`src/rtl/pkt_buf_ctrl_if.sv`:
```
// Ingress, egress and buffer-memory signal bundle for pkt_buf_ctrl.
// master is the controller's view; slave is the surrounding environment's view.
interface pkt_buf_ctrl_if #(
    parameter int DATA_WIDTH = 64,
    parameter int CTRL_WIDTH = DATA_WIDTH / 8,
    parameter int ADDR_WIDTH = 8
);
    logic [DATA_WIDTH-1:0]            in_data;
    logic [CTRL_WIDTH-1:0]            in_ctrl;
    logic                             in_wr;
    logic                             in_rdy;
    logic [DATA_WIDTH-1:0]            out_data;
    logic [CTRL_WIDTH-1:0]            out_ctrl;
    logic                             out_wr;
    logic                             out_rdy;
    logic [ADDR_WIDTH-1:0]            mem_addr;
    logic [DATA_WIDTH+CTRL_WIDTH-1:0] mem_wdata;
    logic                             mem_we;
    logic [DATA_WIDTH+CTRL_WIDTH-1:0] mem_rdata;

    modport master (
        input  in_data, in_ctrl, in_wr,
        output in_rdy,
        output out_data, out_ctrl, out_wr,
        input  out_rdy,
        output mem_addr, mem_wdata, mem_we,
        input  mem_rdata
    );

    modport slave (
        output in_data, in_ctrl, in_wr,
        input  in_rdy,
        input  out_data, out_ctrl, out_wr,
        output out_rdy,
        input  mem_addr, mem_wdata, mem_we,
        output mem_rdata
    );
endinterface

```
`src/rtl/pkt_buf_ctrl.sv`:
```
// Packet buffer controller: store one packet, hand the buffer to a CPU, then stream it out.
// Optional PROC watchdog enabled by defining PKT_BUF_CTRL_WATCHDOG_EN.
module pkt_buf_ctrl #(
    parameter int DATA_WIDTH = 64,
    parameter int CTRL_WIDTH = DATA_WIDTH / 8,
    parameter int ADDR_WIDTH = 8
) (
    input  logic                             clk,
    input  logic                             reset,
    pkt_buf_ctrl_if.master                   bus,
    output logic                             cpu_start,
    input  logic                             cpu_done,
    input  logic [ADDR_WIDTH-1:0]            cpu_addr,
    input  logic [DATA_WIDTH+CTRL_WIDTH-1:0] cpu_wdata,
    input  logic                             cpu_we,
    output logic [ADDR_WIDTH:0]              pkt_len,
    output logic [15:0]                      pkt_cnt,
    output logic                             busy,
    output logic                             timeout_flag
);
    localparam logic [ADDR_WIDTH:0] DEPTH = {1'b1, {ADDR_WIDTH{1'b0}}};

    typedef enum logic [1:0] {IDLE, RECV, PROC, SEND} state_t;

    state_t              state_q, state_d;
    logic [ADDR_WIDTH:0] wr_ptr_q, wr_ptr_d;
    logic [ADDR_WIDTH:0] rd_ptr_q, rd_ptr_d;
    logic [ADDR_WIDTH:0] pkt_len_q, pkt_len_d;
    logic [15:0]         pkt_cnt_q, pkt_cnt_d;
    logic                prev_zero_q, prev_zero_d;
    logic                cpu_start_q, cpu_start_d;
    logic                rd_pend_q, rd_pend_d;
    logic                mem_we_c;
    logic                ctrl_nz;
    logic                wr_room;
    logic                wd_expired;

`ifdef PKT_BUF_CTRL_WATCHDOG_EN
    logic [9:0] wd_cnt_q;
    logic       timeout_q;

    always_ff @(posedge clk) begin
        if (reset || state_q != PROC) begin
            wd_cnt_q <= '0;
        end else begin
            wd_cnt_q <= wd_cnt_q + 10'd1;
        end
        if (reset) begin
            timeout_q <= 1'b0;
        end else if (wd_expired && !cpu_done) begin
            timeout_q <= 1'b1;
        end
    end

    assign wd_expired   = (state_q == PROC) && (wd_cnt_q == '1);
    assign timeout_flag = timeout_q;
`else
    assign wd_expired   = 1'b0;
    assign timeout_flag = 1'b0;
`endif

    always_ff @(posedge clk) begin
        if (reset) begin
            state_q     <= IDLE;
            wr_ptr_q    <= '0;
            rd_ptr_q    <= '0;
            pkt_len_q   <= '0;
            pkt_cnt_q   <= '0;
            prev_zero_q <= 1'b0;
            cpu_start_q <= 1'b0;
            rd_pend_q   <= 1'b0;
        end else begin
            state_q     <= state_d;
            wr_ptr_q    <= wr_ptr_d;
            rd_ptr_q    <= rd_ptr_d;
            pkt_len_q   <= pkt_len_d;
            pkt_cnt_q   <= pkt_cnt_d;
            prev_zero_q <= prev_zero_d;
            cpu_start_q <= cpu_start_d;
            rd_pend_q   <= rd_pend_d;
        end
    end

    always_comb begin
        state_d       = state_q;
        wr_ptr_d      = wr_ptr_q;
        rd_ptr_d      = rd_ptr_q;
        pkt_len_d     = pkt_len_q;
        pkt_cnt_d     = pkt_cnt_q;
        prev_zero_d   = prev_zero_q;
        cpu_start_d   = 1'b0;
        rd_pend_d     = 1'b0;
        mem_we_c      = 1'b0;
        bus.in_rdy    = 1'b0;
        bus.mem_addr  = '0;
        bus.mem_wdata = {bus.in_ctrl, bus.in_data};
        ctrl_nz       = |bus.in_ctrl;
        wr_room       = wr_ptr_q < DEPTH;
        unique case (state_q)
            IDLE: begin
                bus.in_rdy = 1'b1;
                if (bus.in_wr) begin
                    mem_we_c    = 1'b1;
                    wr_ptr_d    = {{ADDR_WIDTH{1'b0}}, 1'b1};
                    prev_zero_d = !ctrl_nz;
                    state_d     = RECV;
                end
            end
            RECV: begin
                bus.in_rdy   = 1'b1;
                bus.mem_addr = wr_ptr_q[ADDR_WIDTH-1:0];
                if (bus.in_wr) begin
                    // Pointer saturates at DEPTH, so it doubles as the stored word count.
                    mem_we_c    = wr_room;
                    wr_ptr_d    = wr_room ? wr_ptr_q + 1'b1 : wr_ptr_q;
                    prev_zero_d = !ctrl_nz;
                    if (ctrl_nz && prev_zero_q) begin
                        pkt_len_d   = wr_ptr_d;
                        cpu_start_d = 1'b1;
                        state_d     = PROC;
                    end
                end
            end
            PROC: begin
                bus.mem_addr  = cpu_addr;
                bus.mem_wdata = cpu_wdata;
                mem_we_c      = cpu_we;
                if (cpu_done || wd_expired) begin
                    rd_ptr_d = '0;
                    state_d  = SEND;
                end
            end
            SEND: begin
                bus.mem_addr = rd_ptr_q[ADDR_WIDTH-1:0];
                if (bus.out_rdy && rd_ptr_q < pkt_len_q) begin
                    rd_ptr_d  = rd_ptr_q + 1'b1;
                    rd_pend_d = 1'b1;
                end
                if (rd_pend_q && rd_ptr_q == pkt_len_q) begin
                    pkt_cnt_d = pkt_cnt_q + 16'd1;
                    state_d   = IDLE;
                end
            end
        endcase
    end

    assign bus.mem_we   = mem_we_c && !reset;
    assign bus.out_wr   = rd_pend_q;
    assign bus.out_data = rd_pend_q ? bus.mem_rdata[DATA_WIDTH-1:0] : '0;
    assign bus.out_ctrl = rd_pend_q ? bus.mem_rdata[DATA_WIDTH+CTRL_WIDTH-1:DATA_WIDTH] : '0;
    assign cpu_start    = cpu_start_q;
    assign pkt_len      = pkt_len_q;
    assign pkt_cnt      = pkt_cnt_q;
    assign busy         = state_q != IDLE;
endmodule

```
`src/flat_wrapper.sv`:
```
// flat-port wrapper written by rule: the top's interface ports become plain ports
module pkt_buf_ctrl_flat 
#(
    parameter int DATA_WIDTH = 64,
    parameter int CTRL_WIDTH = DATA_WIDTH / 8,
    parameter int ADDR_WIDTH = 8
)
  (clk, reset, cpu_start, cpu_done, cpu_addr, cpu_wdata, cpu_we, pkt_len, pkt_cnt, busy, timeout_flag, bus_in_data, bus_in_ctrl, bus_in_wr, bus_in_rdy, bus_out_data, bus_out_ctrl, bus_out_wr, bus_out_rdy, bus_mem_addr, bus_mem_wdata, bus_mem_we, bus_mem_rdata);
  pkt_buf_ctrl_if #(.DATA_WIDTH(DATA_WIDTH), .CTRL_WIDTH(CTRL_WIDTH), .ADDR_WIDTH(ADDR_WIDTH)) bus_i ();
  input  logic clk;
  input  logic reset;
  output logic cpu_start;
  input  logic cpu_done;
  input  logic [ADDR_WIDTH-1:0] cpu_addr;
  input  logic [DATA_WIDTH+CTRL_WIDTH-1:0] cpu_wdata;
  input  logic cpu_we;
  output logic [ADDR_WIDTH:0] pkt_len;
  output logic [15:0] pkt_cnt;
  output logic busy;
  output logic timeout_flag;
  input wire logic [$bits(bus_i.in_data)-1:0] bus_in_data;
  input wire logic [$bits(bus_i.in_ctrl)-1:0] bus_in_ctrl;
  input wire logic [$bits(bus_i.in_wr)-1:0] bus_in_wr;
  output wire logic [$bits(bus_i.in_rdy)-1:0] bus_in_rdy;
  output wire logic [$bits(bus_i.out_data)-1:0] bus_out_data;
  output wire logic [$bits(bus_i.out_ctrl)-1:0] bus_out_ctrl;
  output wire logic [$bits(bus_i.out_wr)-1:0] bus_out_wr;
  input wire logic [$bits(bus_i.out_rdy)-1:0] bus_out_rdy;
  output wire logic [$bits(bus_i.mem_addr)-1:0] bus_mem_addr;
  output wire logic [$bits(bus_i.mem_wdata)-1:0] bus_mem_wdata;
  output wire logic [$bits(bus_i.mem_we)-1:0] bus_mem_we;
  input wire logic [$bits(bus_i.mem_rdata)-1:0] bus_mem_rdata;
  assign bus_i.in_data = bus_in_data;
  assign bus_i.in_ctrl = bus_in_ctrl;
  assign bus_i.in_wr = bus_in_wr;
  assign bus_in_rdy = bus_i.in_rdy;
  assign bus_out_data = bus_i.out_data;
  assign bus_out_ctrl = bus_i.out_ctrl;
  assign bus_out_wr = bus_i.out_wr;
  assign bus_i.out_rdy = bus_out_rdy;
  assign bus_mem_addr = bus_i.mem_addr;
  assign bus_mem_wdata = bus_i.mem_wdata;
  assign bus_mem_we = bus_i.mem_we;
  assign bus_i.mem_rdata = bus_mem_rdata;
  pkt_buf_ctrl #(.DATA_WIDTH(DATA_WIDTH), .CTRL_WIDTH(CTRL_WIDTH), .ADDR_WIDTH(ADDR_WIDTH)) u_core (.clk(clk), .reset(reset), .bus(bus_i), .cpu_start(cpu_start), .cpu_done(cpu_done), .cpu_addr(cpu_addr), .cpu_wdata(cpu_wdata), .cpu_we(cpu_we), .pkt_len(pkt_len), .pkt_cnt(pkt_cnt), .busy(busy), .timeout_flag(timeout_flag));
endmodule
```
`config.mk`:
```
export PLATFORM = sky130hd
export DESIGN_NAME = pkt_buf_ctrl_flat
export DESIGN_NICKNAME = d
export VERILOG_FILES = /design/src/rtl/pkt_buf_ctrl_if.sv /design/src/rtl/pkt_buf_ctrl.sv /design/src/flat_wrapper.sv
export SDC_FILE = /design/constraint.sdc
export NUM_CORES = 1
export LEC_CHECK = 0
export BUFFER_PORTS_ARGS = -buffer_cell sky130_fd_sc_hd__buf_2
export CORE_AREA = 3 3 160 162
export DETAILED_ROUTE_END_ITERATION = 6
export DIE_AREA = 0 0 163 165
export PLACE_DENSITY = 0.49
export REMOVE_ABC_BUFFERS = 1
export SYNTH_ARGS = -nofsm -noshare
export SYNTH_HDL_FRONTEND = slang
export SYNTH_SLANG_ARGS = --single-unit
```
`constraint.sdc`:
```
create_clock -name clk -period 2.5 [get_ports clk]
set_clock_uncertainty 0.1 [all_clocks]
set_input_delay 0 -clock clk [delete_from_list [all_inputs] [get_ports clk]]
set_output_delay 0 -clock clk [all_outputs]
set_load 0.005 [all_outputs]
```
# [Yosys cells after proc, flatten, opt, wreduce, memory -nomap -nowiden]
# Cells that the tools add are included.
[totals] inputBits=230 regBits=48
[classes] order_cmp=2 eq_ne=10 n_mux=23 add_sub_neg=3 reduce_logical=20 bitwise=3
[ops] operator="72-bit two-way mux" n=1
[ops] operator="64-bit two-way mux" n=1
[ops] operator="9-bit two-way mux" n=5
[ops] operator="9-bit one-hot mux with 2 select lines" n=2
[ops] operator="8-bit one-hot mux with 3 select lines" n=1
[ops] operator="9-bit by 1-bit adder with 9-bit output (second input constant)" n=2
[ops] operator="16-bit by 1-bit adder with 16-bit output (second input constant)" n=1
[ops] operator="2-bit two-way mux" n=5
[ops] operator="9-bit equality test" n=1
[ops] operator="9-bit < comparator" n=1
[ops] operator="9-bit < comparator (second input constant)" n=1
[ops] operator="3-bit AND reduction" n=3
[ops] operator="8-bit two-way mux" n=1
[ops] operator="2-bit one-hot mux with 4 select lines" n=1
[ops] operator="8-bit OR reduction" n=1
[ops] operator="2-bit by 1-bit inequality test with 1-bit output (second input constant)" n=3
[ops] operator="2-bit inequality test (second input constant)" n=3
[ops] operator="2-bit nonzero test" n=3
[ops] operator="1-bit two-way mux" n=5
[ops] operator="5-bit AND reduction" n=1
[ops] operator="2-bit equality test (second input constant)" n=2
[ops] operator="1-bit logical AND" n=4
[ops] operator="2-bit AND reduction" n=2
[ops] operator="2-bit OR reduction" n=2
[ops] operator="6 further kinds" n=9

# [Depth between registers and ports, before layout]
# Gate-level depths: netlist of run 1.
[logic_depth] depth_word=5 ltp_mapped=9 mapped_depth_nobuf=7

# [Worst setup path after synthesis of run 1]
# OpenSTA, ideal clock, no wires.
[synth_path] path_type="register -> register" startpoint="register u_core.pkt_len_q[6] (netlist: u_core.pkt_len[6])" endpoint="register u_core.pkt_cnt_q[9] (netlist: u_core.pkt_cnt[9])" path_slack_ns=0.363 arrival_ns=1.967 path_stages_with_launch=8 period_less_slack_ns=2.137 n_path_buf=1 required_time_ns=2.329 setup_time_ns=0.071 cell_sequence="dfxtp_1 > inv_1 > ha_1 > nand4_2 > or4_1 > buf_2 > or3_1 > a21oi_1"
[synth_via] elab_chain_cells=3
[synth_rtl] element="start: declaration" line="pkt_buf_ctrl.sv:28" text="logic [ADDR_WIDTH:0] pkt_len_q, pkt_len_d;"
[synth_rtl] element="start signal: assignment" line="pkt_buf_ctrl.sv:76" text="pkt_len_q <= pkt_len_d;"
[synth_rtl] element="9-bit equality test" line="pkt_buf_ctrl.sv:139" text="if (rd_pend_q && rd_ptr_q == pkt_len_q) begin"
[synth_rtl] element="1-bit logical AND" line="pkt_buf_ctrl.sv:139"
[synth_rtl] element="2-bit AND reduction (no line)"
[synth_rtl] element="end signal: assignment" line="pkt_buf_ctrl.sv:77" text="pkt_cnt_q <= pkt_cnt_d;"
[synth_rtl] element="end: declaration" line="pkt_buf_ctrl.sv:29" text="logic [15:0] pkt_cnt_q, pkt_cnt_d;"
# No other way between the ends.
# A chain may end at the register's enable or synchronous reset.

# [Worst setup path after layout of run 1]
[layout_path] startpoint="register u_core.rd_ptr_q[0]" endpoint="register u_core.pkt_cnt_q[9] (netlist: u_core.pkt_cnt[9])"
[layout_via] elab_chain_cells=3
[layout_rtl] element="start: declaration" line="pkt_buf_ctrl.sv:27" text="logic [ADDR_WIDTH:0] rd_ptr_q, rd_ptr_d;"
[layout_rtl] element="start signal: assignment" line="pkt_buf_ctrl.sv:75" text="rd_ptr_q <= rd_ptr_d;"
[layout_rtl] element="9-bit equality test" line="pkt_buf_ctrl.sv:139"
[layout_rtl] element="1-bit logical AND" line="pkt_buf_ctrl.sv:139"
[layout_rtl] element="2-bit AND reduction (no line)"
# No other way between the ends.

==> run summary, run 1 <==
Root Buffer -> clkbuf_16
core area -> 24,200 sq um
Final Net Count -> 1,156
period utilization -> 0.925
asr flop ratio synth -> 0
Final Hold Fails -> 0
most frequent cells after synthesis -> and2_1 (75), mux2_2 (72), dfxtp_1 (48), nor2_1 (38), clkbuf_1 (29)
register area -> 962 sq um
CP Max Fanout -> 8
number of global-route vias before repair -> 4,864
Syn Inst Count -> 508
count of cell types in the netlist -> 50
maximum clock rate -> 432 MHz
synthesized flop and latch total -> 48
status -> finished, final reports clean
EDFF count, synth -> 0
Clock Sink Count -> 48
worst vdd ir -> 0.288 mV
initial antenna violation count -> 7
Yosys top cell by area -> dfxtp_1
Post-Layout Cell Count -> 1,238
dpl cell area -> 6610 sq um
fill count -> 2,664
Mapped Area -> 4130 sq um
CTS Hold Buffers Added -> 2
via density per instance -> 4.28
WL per Instance -> 16.4 um
Synth Flop Type -> dfxtp_1
io pins -> 413
antenna viol nets, final -> 0
hold slack -> 0.0974 ns
Slew @ Worst Pin -> 0.602 ns
Setup WS pre-CTS -> 0.215 ns
Worst setup SP type -> flip-flop
die width -> 163 um
syn avg cell area -> 8.14 sq um
critical path arrival -> 2.44 ns
CP required -> 2.62 ns
total grt overflow -> 0
post_cts resized -> 0
GR Util All Layers -> 0.136
leak pwr -> 0.00337 uW
final instance area -> 6800 sq um
Final min period -> 2.31 ns
I/O Buffers -> 411
largest net degree at the start of global routing -> 75
area grow syn2layout -> 64.4%
first-pass GRT wire length -> 28,200 um
die area -> 26,900 sq um
DP Cell Count -> 1,225
CTS max path bufs -> 2
Via Count -> 5,303
Setup Fix Bufs, Post-CTS -> 0
Routed WL -> 20,300 um
setup ws final -> 0.187 ns
RSZ-0062 raised after global routing -> false
std cell rows -> 57
Pwr Density -> 475 nW/um^2
dpl hpwl -> 17,300 um
Final Max Tran Viols -> 0
layout cells sized above 1 -> 0.572
Seq/Total Area, Yosys -> 0.232
area share of the largest cell type after synthesis -> 0.232
CTS clock-pin slew for the worst setup and hold paths -> 0.07 ns
CTS Buf Count -> 5
endpoints failing setup -> 0
Slew headroom -> 0.598
most area-consuming cells after synthesis -> dfxtp_1 (23%), mux2_2 (20%), and2_1 (11%)
Critical Path Sink Type -> flip-flop
worst min path class -> primary input to flip-flop
max-cap violations -> 0
Initial DRT Pass Iterations -> 5
Worst-Skew Late Latency -> 0.29 ns
most common cell in the synthesized netlist -> and2_1
RD Place Congestion -> 0.837
# DRC -> 0
Multi-input gate area -> 2950 sq um
DRT iter0 DRCs -> 220
Starting Density -> 0.170
kind of critical path -> flip-flop to flip-flop
Warnings, synthesis -> 0
Die Y -> 165 um
H-tree Lvls -> 2
CTS tree -> done
cell usage in the layout, fill, tap and decap left out, drive strengths merged, types with 4 or more instances in the layout:
master / n
buf: 431
and2: 75
mux2: 72
dfxtp: 48
nor2: 38
nand2: 26
inv: 21
a21oi: 19
nand3: 16
ha: 16
nor3: 12
a211oi: 11
nand4: 11
o21ai: 10
xnor2: 10
xor2: 10
a222oi: 8
or4: 7
a21o: 6
clkbuf: 6
nor2b: 5
or3: 5
o211ai: 5
and3: 4
metal layers:
metal | track usage | vias to the layer above | share of wire
li1 | - | 2598 | -
met1 | 0.155 | 2362 | 0.37
met2 | 0.256 | 311 | 0.52
met3 | 0.0236 | 30 | 0.085
met4 | 0.0427 | 2 | 0.026
met5 | 0 | - | 0.00064
metrics by stage:
| stage | util | setup TNS, ns | total power [uW] |
|---|---|---|---|
| CTS | 0.280 | 0 | 3260 |
| finish | 0.280 | 0 | 3230 |
| global placement | 0.273 | 0 | 2550 |
| detailed placement | 0.273 | 0 | 2540 |
| floorplan | - | -48.97 | 1790 |
| global route | 0.280 | 0 | 3430 |
registers in the layout, summed over array words and instances (netlist names):
name / count
u_core.state_q: 2
u_core.pkt_len: 9
u_core.pkt_cnt: 16
u_core.cpu_start: 1
u_core.prev_zero_q: 1
u_core.rd_ptr_q: 9
u_core.wr_ptr_q: 9
u_core.bus.out_wr: 1
where the power goes:
part	total (uW)	switching [uW]	internal, uW
Sequential	816	30.8	785
Combinational	1700	808	889
Clock	716	317	399
Total	3230	1160	2070
worst max-delay path, cell delays in order, from the launching register on:
cell     delay, ns
dfxtp_1       0.53
inv_1         0.08
ha_1          0.29
nand2_1       0.10
or4_1         0.61
or3_1         0.39
a21oi_1       0.15
cell families after synthesis:
kind of cell / count (synthesis) / synth area share
xor gates and xnor gates: 20 / 0.0424
AOI/OAI and AO/OA: 77 / 0.132
other: 1 / 0.000907
buffers and inverters: 59 / 0.0575
and+or+nand+nor: 213 / 0.285
DFF: 48 / 0.232
adders and majority gates: 16 / 0.0484
muxes: 74 / 0.201
path summary, 6_finish.rpt:
check	depth (start not counted)	startpoint	slack, ns	to
max	6	u_core.rd_ptr_q[0]	0.19	u_core.pkt_cnt[9]
min	5	bus_in_ctrl[0]	0.1	u_core.prev_zero_q
max reg2reg	6	u_core.rd_ptr_q[0]	0.19	u_core.pkt_cnt[9]
min reg2reg	2	u_core.pkt_len[8]	0.37	u_core.pkt_len[8]
cell type report:
class	instances	area share
clock buffers	6	0.0204
clock inverters	2	0.00221
inverters	21	0.0116
flip-flops and latches	48	0.142
multi-input cells	401	0.434
diodes	3	0.00110
repair buffers	433	0.330
well taps	324	0.0597
Power figures use the tool's default switching activity.
==> run 2: changes to the inputs <==
- ABC_AREA: unset -> 1
- CAP_MARGIN: unset -> 15
- CORE_AREA: 3 3 160 162 -> 3 3 159 161
- DIE_AREA: 0 0 163 165 -> 0 0 162 164
- PLACE_DENSITY: 0.49 -> 0.51
==> run 2 against run 1 <==
Fmax up 9.6%. Clock power down 2%. Non-clock buffer count down 15. First-iteration DRC count up 75%. Synthesized cell count up 65%. Sequential share of layout area down 0.39 points. Flip-flop and latch count unchanged. Hold slack worse by 0.061 ns.
==> run summary, run 2 <==
fill count -> 2,824 (was 2,664)
GR Util All Layers -> 0.161 (was 0.136)
asr flop ratio synth -> 0 (unchanged)
Worst-Skew Late Latency -> 0.29 ns (about the same)
maximum clock rate -> 474 MHz (was 432 MHz)
Mapped Area -> 4470 sq um (was 4130 sq um)
# DRC -> 0 (unchanged)
DP Cell Count -> 1,540 (was 1,225)
Routed WL -> 23,400 um (was 20,300 um)
synthesized flop and latch total -> 48 (unchanged)
Initial DRT Pass Iterations -> 5 (unchanged)
most common cell in the synthesized netlist -> nand2_1 (was and2_1)
endpoints failing setup -> 0 (unchanged)
status -> finished, final reports clean (unchanged)
Final min period -> 2.11 ns (was 2.31 ns)
via density per instance -> 4.09 (was 4.28)
DRT iter0 DRCs -> 385 (was 220)
area share of the largest cell type after synthesis -> 0.338 (was 0.232)
critical path arrival -> 2.01 ns (was 2.44 ns)
Root Buffer -> clkbuf_16 (unchanged)
Hold Crit Start -> bus_out_rdy (was bus_in_ctrl[0])
Warnings, synthesis -> 0 (unchanged)
max reg flops -> 16 (unchanged)
worst min path class -> primary input to flip-flop (unchanged)
crit path from -> u_core.state_q[0] (was u_core.rd_ptr_q[0])
CTS clock-pin slew for the worst setup and hold paths -> 0.06 ns (was 0.07 ns)
syn avg cell area -> 5.35 sq um (was 8.14 sq um)
Starting Density -> 0.185 (was 0.170)
CP Max Fanout -> 64 (was 8)
Clock power frac -> 0.177 (was 0.222)
Hold Path Depth -> 5 (unchanged)
R2R cell count -> 8 (was 6)
Critical Path Sink Type -> primary output (was flip-flop)
Net Sw Frac -> 0.450 (was 0.358)
die width -> 162 um (was 163 um)
CTS max path bufs -> 2 (unchanged)
dpl cell area -> 6810 sq um (was 6610 sq um)
Post-Layout Cell Count -> 1,555 (was 1,238)
post_cts resized -> 0 (unchanged)
initial antenna violation count -> 11 (was 7)
most frequent cells in the layout -> buf_2 (411), nand2_1 (402), inv_1 (132), a21oi_1 (47), dfxtp_1 (47) (was buf_2 (411), and2_1 (75), mux2_2 (72), dfxtp_1 (47), nor2_1 (38))
CTS tree -> done (unchanged)
reg2reg start -> u_core.rd_ptr_q[2] (was u_core.rd_ptr_q[0])
Combinational Power Share -> 0.584 (was 0.526)
number of global-route vias before repair -> 5,768 (was 4,864)
first-pass GRT wire length -> 33,300 um (was 28,200 um)
commonest non-fill, non-tap cell in the layout -> buf_2 (unchanged)
Slew @ Worst Pin -> 0.710 ns (was 0.602 ns)
leak pwr -> 0.00450 uW (was 0.00337 uW)
H-tree Lvls -> 2 (unchanged)
area grow syn2layout -> 56.3% (was 64.4%)
Final Hold Fails -> 0 (unchanged)
Synth Flop Type -> dfxtp_1 (unchanged)
Worst setup SP type -> flip-flop (unchanged)
Final Max Tran Viols -> 0 (unchanged)
Seq/Total Area, Yosys -> 0.215 (was 0.232)
R2R Path End -> u_core.pkt_cnt[7] (was u_core.pkt_cnt[9])
I/O Buffers -> 411 (unchanged)
Clock Sink Count -> 48 (unchanged)
Int Power -> 2180 uW (was 2070 uW)
hold slack -> 0.0361 ns (was 0.0974 ns)
total grt overflow -> 0 (unchanged)
count of cell types in the netlist -> 39 (was 50)
io pins -> 413 (unchanged)
sw power -> 1790 uW (was 1160 uW)
final instance area -> 6990 sq um (was 6800 sq um)
dpl hpwl -> 19,800 um (was 17,300 um)
Yosys top cell by area -> nand2_1 (was dfxtp_1)
CTS Hold Buffers Added -> 0 (was 2)
Syn Inst Count -> 836 (was 508)
period utilization -> 0.844 (was 0.925)
most frequent cells after synthesis -> nand2_1 (402), inv_1 (133), dfxtp_1 (48), a21oi_1 (47), nor2_1 (36) (was and2_1 (75), mux2_2 (72), dfxtp_1 (48), nor2_1 (38), clkbuf_1 (29))
CTS Buf Count -> 5 (unchanged)
Setup Fix Bufs, Post-CTS -> 0 (unchanged)
layout cells sized above 1 -> 0.369 (was 0.572)
largest net degree at the start of global routing -> 92 (was 75)
Final Net Count -> 1,469 (was 1,156)
CP Capture Point -> bus_mem_wdata[47] (was u_core.pkt_cnt[9])
die area -> 26,600 sq um (was 26,900 sq um)
Via Count -> 6,353 (was 5,303)
max-cap violations -> 0 (unchanged)
RD Place Congestion -> 0.902 (was 0.837)
CP required -> 2.40 ns (was 2.62 ns)
FF-to-FF setup slack -> 0.55 ns (was 0.19 ns)
Slew headroom -> 0.527 (was 0.598)
std cell rows -> 57 (unchanged)
EDFF count, synth -> 0 (unchanged)
RSZ-0062 raised after global routing -> false (unchanged)
sequential share of power -> 0.239 (was 0.253)
WL per Instance -> 15.0 um (was 16.4 um)
kind of critical path -> flip-flop to primary output (was flip-flop to flip-flop)
antenna viol nets, final -> 0 (unchanged)
core area -> 24,100 sq um (was 24,200 sq um)
most area-consuming cells after synthesis -> nand2_1 (34%), dfxtp_1 (21%), inv_1 (11%) (was dfxtp_1 (23%), mux2_2 (20%), and2_1 (11%))
Die Y -> 164 um (was 165 um)
Pwr Density -> 568 nW/um^2 (was 475 nW/um^2)
worst vdd ir -> 0.339 mV (was 0.288 mV)
-- run 2: routing by layer --
metal  GRT usage  part of all wire  up-vias  wire (um)
li1            -                 -     3294          -
met1       0.190              0.41     2806       9540
met2       0.288              0.50      220      11800
met3      0.0277             0.060       29       1400
met4      0.0679             0.027        4        622
met5           0           0.00098        -         23
-- run 2: per-stage QoR --
step | setup slack [ns] | power, uW | TNS [ns] | util
after floorplan | -1.91 | 2270 | -89.72 | -
after global placement | 0.577 | 3280 | 0 | 0.283
after detailed placement | 0.543 | 3290 | 0 | 0.283
after CTS | 0.402 | 4010 | 0 | 0.289
after global routing | 0.278 | 4340 | 0 | 0.290
final | 0.389 | 3970 | 0 | 0.290
-- run 2: how the worst min path moves through the flow --
stage / end / slack (ns)
after floorplan: bus_mem_we / -0.07
after global placement: bus_out_data[24] / 0.14
after detailed placement: bus_out_data[24] / 0.15
after CTS: u_core.prev_zero_q / 0.03
after global routing: u_core.prev_zero_q / 0.07
final: u_core.bus.out_wr / 0.04
-- run 2: area by class of cell --
cell class                      instances  area, sq um  share of cell area
Antenna cell                            8         20.0             0.00287
Clock buffer                            7          153              0.0218
Inverter                              139          522              0.0747
Multi-Input combinational cell        611         2800               0.401
Sequential cell                        48          962               0.138
Tap cell                              324          405              0.0580
Timing Repair Buffer                  418         2120               0.304
-- run 2: cells by family after synthesis --
logic type / synth area share
buffers and inverters: 0.159
other: 0.000839
xor gates and xnor gates: 0.0235
DFF: 0.215
AOI/OAI and AO/OA: 0.0977
adders and majority gates: 0.0448
and+or+nand+nor: 0.460
-- run 2: power by group through the flow --
stage	clock (uW)	sequential (uW)	combinational, uW
after floorplan	0	943	1330
after global placement	0	959	2320
after detailed placement	0	963	2330
after CTS	729	946	2340
after global routing	755	963	2620
final	703	947	2320
-- run 2: worst max-delay path: stages (launching register included) --
cell     delay [ns]
dfxtp_1        0.38
inv_1          0.08
ha_2           0.21
inv_2          0.05
buf_4          0.49
nand2_1        0.21
nand2_1        0.10
buf_2          0.11
==> run 3: changes to the inputs <==
- clock period: 2.5 -> 2.1 ns (I/O delays scaled with it)
==> run 3 against run 2 <==
Clock power up 32%. First-iteration DRC count rose by 4.2%. Final cell count rose by 0.32%. Utilization increased by 0.42 points. Die area unchanged. Register-to-register slack lost 0.30 ns. Hold slack got worse by 0.018 ns. Wire length about the same. Global-route usage is essentially flat. Highest routed layer is now met4.
==> run summary, run 3 (synthesis results as in run 2) <==
post_cts resized -> 0 (unchanged)
Final Net Count -> 1,475 (was 1,469)
CTS tree -> done (unchanged)
R2R cell count -> 9 (was 8)
commonest non-fill, non-tap cell in the layout -> buf_2 (unchanged)
GR Util All Layers -> 0.161 (about the same)
Critical Path Sink Type -> primary output (unchanged)
DP Cell Count -> 1,546 (was 1,540)
fin util -> 0.294 (was 0.290)
crit path from -> u_core.state_q[0] (unchanged)
CP Max Fanout -> 66 (was 64)
period utilization -> 0.940
Final Max Tran Viols -> 0 (unchanged)
largest net degree at the start of global routing -> 74 (was 92)
die area -> 26,600 sq um (unchanged)
maximum clock rate -> 507 MHz
Worst-Skew Late Latency -> 0.29 ns (about the same)
core area -> 24,100 sq um (unchanged)
Starting Density -> 0.185 (unchanged)
worst vdd ir -> 0.352 mV (was 0.339 mV)
CTS Buf Count -> 5 (unchanged)
max-cap violations -> 0 (unchanged)
I/O Buffers -> 411 (unchanged)
most frequent cells in the layout -> buf_2 (411), nand2_1 (402), inv_1 (132), a21oi_1 (47), dfxtp_1 (47) (unchanged)
via density per instance -> 4.02 (was 4.09)
DRT iter0 DRCs -> 401 (was 385)
FF-to-FF setup slack -> 0.25 ns (was 0.55 ns)
Pwr Density -> 690 nW/um^2 (was 568 nW/um^2)
CTS Hold Buffers Added -> 0 (unchanged)
io pins -> 413 (unchanged)
Worst setup SP type -> flip-flop (unchanged)
number of global-route vias before repair -> 5,801 (was 5,768)
Setup Fix Bufs, Post-CTS -> 0 (unchanged)
Final Hold Fails -> 0 (unchanged)
CP required -> 2.00 ns (was 2.40 ns)
endpoints failing setup -> 0 (unchanged)
Final min period -> 1.97 ns
CP Capture Point -> bus_mem_wdata[19] (was bus_mem_wdata[47])
CTS max path bufs -> 2 (unchanged)
area grow syn2layout -> 58.6% (was 56.3%)
status -> finished, final reports clean (unchanged)
Via Count -> 6,264 (was 6,353)
kind of critical path -> flip-flop to primary output (unchanged)
reg2reg start -> u_core.pkt_len[4] (was u_core.rd_ptr_q[2])
dpl hpwl -> 20,000 um (was 19,800 um)
antenna viol nets, final -> 0 (unchanged)
R2R Path End -> u_core.pkt_cnt[7] (unchanged)
Total Negative Setup Slacks -> 0 ns (unchanged)
Routed WL -> 23,400 um (about the same)
Post-Layout Cell Count -> 1,560 (was 1,555)
total grt overflow -> 0 (unchanged)
std cell rows -> 57 (unchanged)
layout cells sized above 1 -> 0.374 (was 0.369)
CTS clock-pin slew for the worst setup and hold paths -> 0.07 ns (was 0.06 ns)
Initial DRT Pass Iterations -> 5 (unchanged)
Die Y -> 164 um (unchanged)
max reg flops -> 16 (unchanged)
Clock Sink Count -> 48 (unchanged)
register area -> 962 sq um (unchanged)
Hold Crit Start -> bus_out_rdy (unchanged)
critical path arrival -> 1.87 ns (was 2.01 ns)
initial antenna violation count -> 8 (was 11)
worst min path class -> primary input to flip-flop (unchanged)
first-pass GRT wire length -> 33,400 um (was 33,300 um)
Multi-input gate area -> 2820 sq um (was 2800 sq um)
leak pwr -> 0.00454 uW (was 0.00450 uW)
H-tree Lvls -> 2 (unchanged)
hold slack -> 0.0180 ns (was 0.0361 ns)
RSZ-0062 raised after global routing -> true (was false)
# DRC -> 0 (unchanged)
RD Place Congestion -> 0.903 (was 0.902)
fill count -> 2,808 (was 2,824)
Root Buffer -> clkbuf_16 (unchanged)
die width -> 162 um (unchanged)
WL per Instance -> 15.0 um (about the same)
==> run 3: metrics by stage <==
| step | cell area (sq um) | setup WS (ns) | power [uW] |
|---|---|---|---|
| after detailed placement | 6880 | 0.240 | 3970 |
| final | 7090 | 0.126 | 4890 |
| after global placement | 6880 | 0.275 | 3960 |
| after floorplan | 4280 | -2.31 | 2700 |
| after CTS | 7050 | 0.0304 | 4920 |
| after global routing | 7080 | -0.0000433 | 5360 |
==> run 3: power by group <==
group	internal, uW	switching (uW)	leakage, uW	total, uW
clock	560	365	0.0000798	926
combinational	1150	1690	0.00408	2830
sequential	1010	127	0.000389	1130
==> run 3: per-layer routing <==
layer	track usage	part of all wire
met3	0.0212	0.056
met4	0.0380	0.0093
met2	0.298	0.52
met5	0	0
met1	0.197	0.42
==> run 3: layout make-up <==
cell class / count / share of cell area
Multi-Input combinational cell: 611 / 0.398
Timing Repair Buffer: 424 / 0.310
Sequential cell: 48 / 0.136
Inverter: 139 / 0.0736
Tap cell: 324 / 0.0572
Clock buffer: 5 / 0.0177
Clock inverter: 3 / 0.00600
Antenna cell: 6 / 0.00212
==> run 3: worst min path at each step <==
stage                              endpoint  slack, ns  cells past startpoint
after floorplan                  bus_mem_we      -0.07                      1
after global placement     bus_out_data[20]       0.15                      4
after detailed placement   bus_out_data[57]       0.15                      4
after CTS                 u_core.bus.out_wr       0.01                      5
after global routing      u_core.bus.out_wr       0.04                      5
final                     u_core.bus.out_wr       0.02                      5
==> run 3: worst max-delay path: stages, from the launching register on <==
cell and delay [ns]:
dfxtp_1 0.36, inv_1 0.10, ha_2 0.23, buf_12 0.28
buf_6 0.26, nand2_1 0.09, nand2_1 0.11, buf_2 0.13
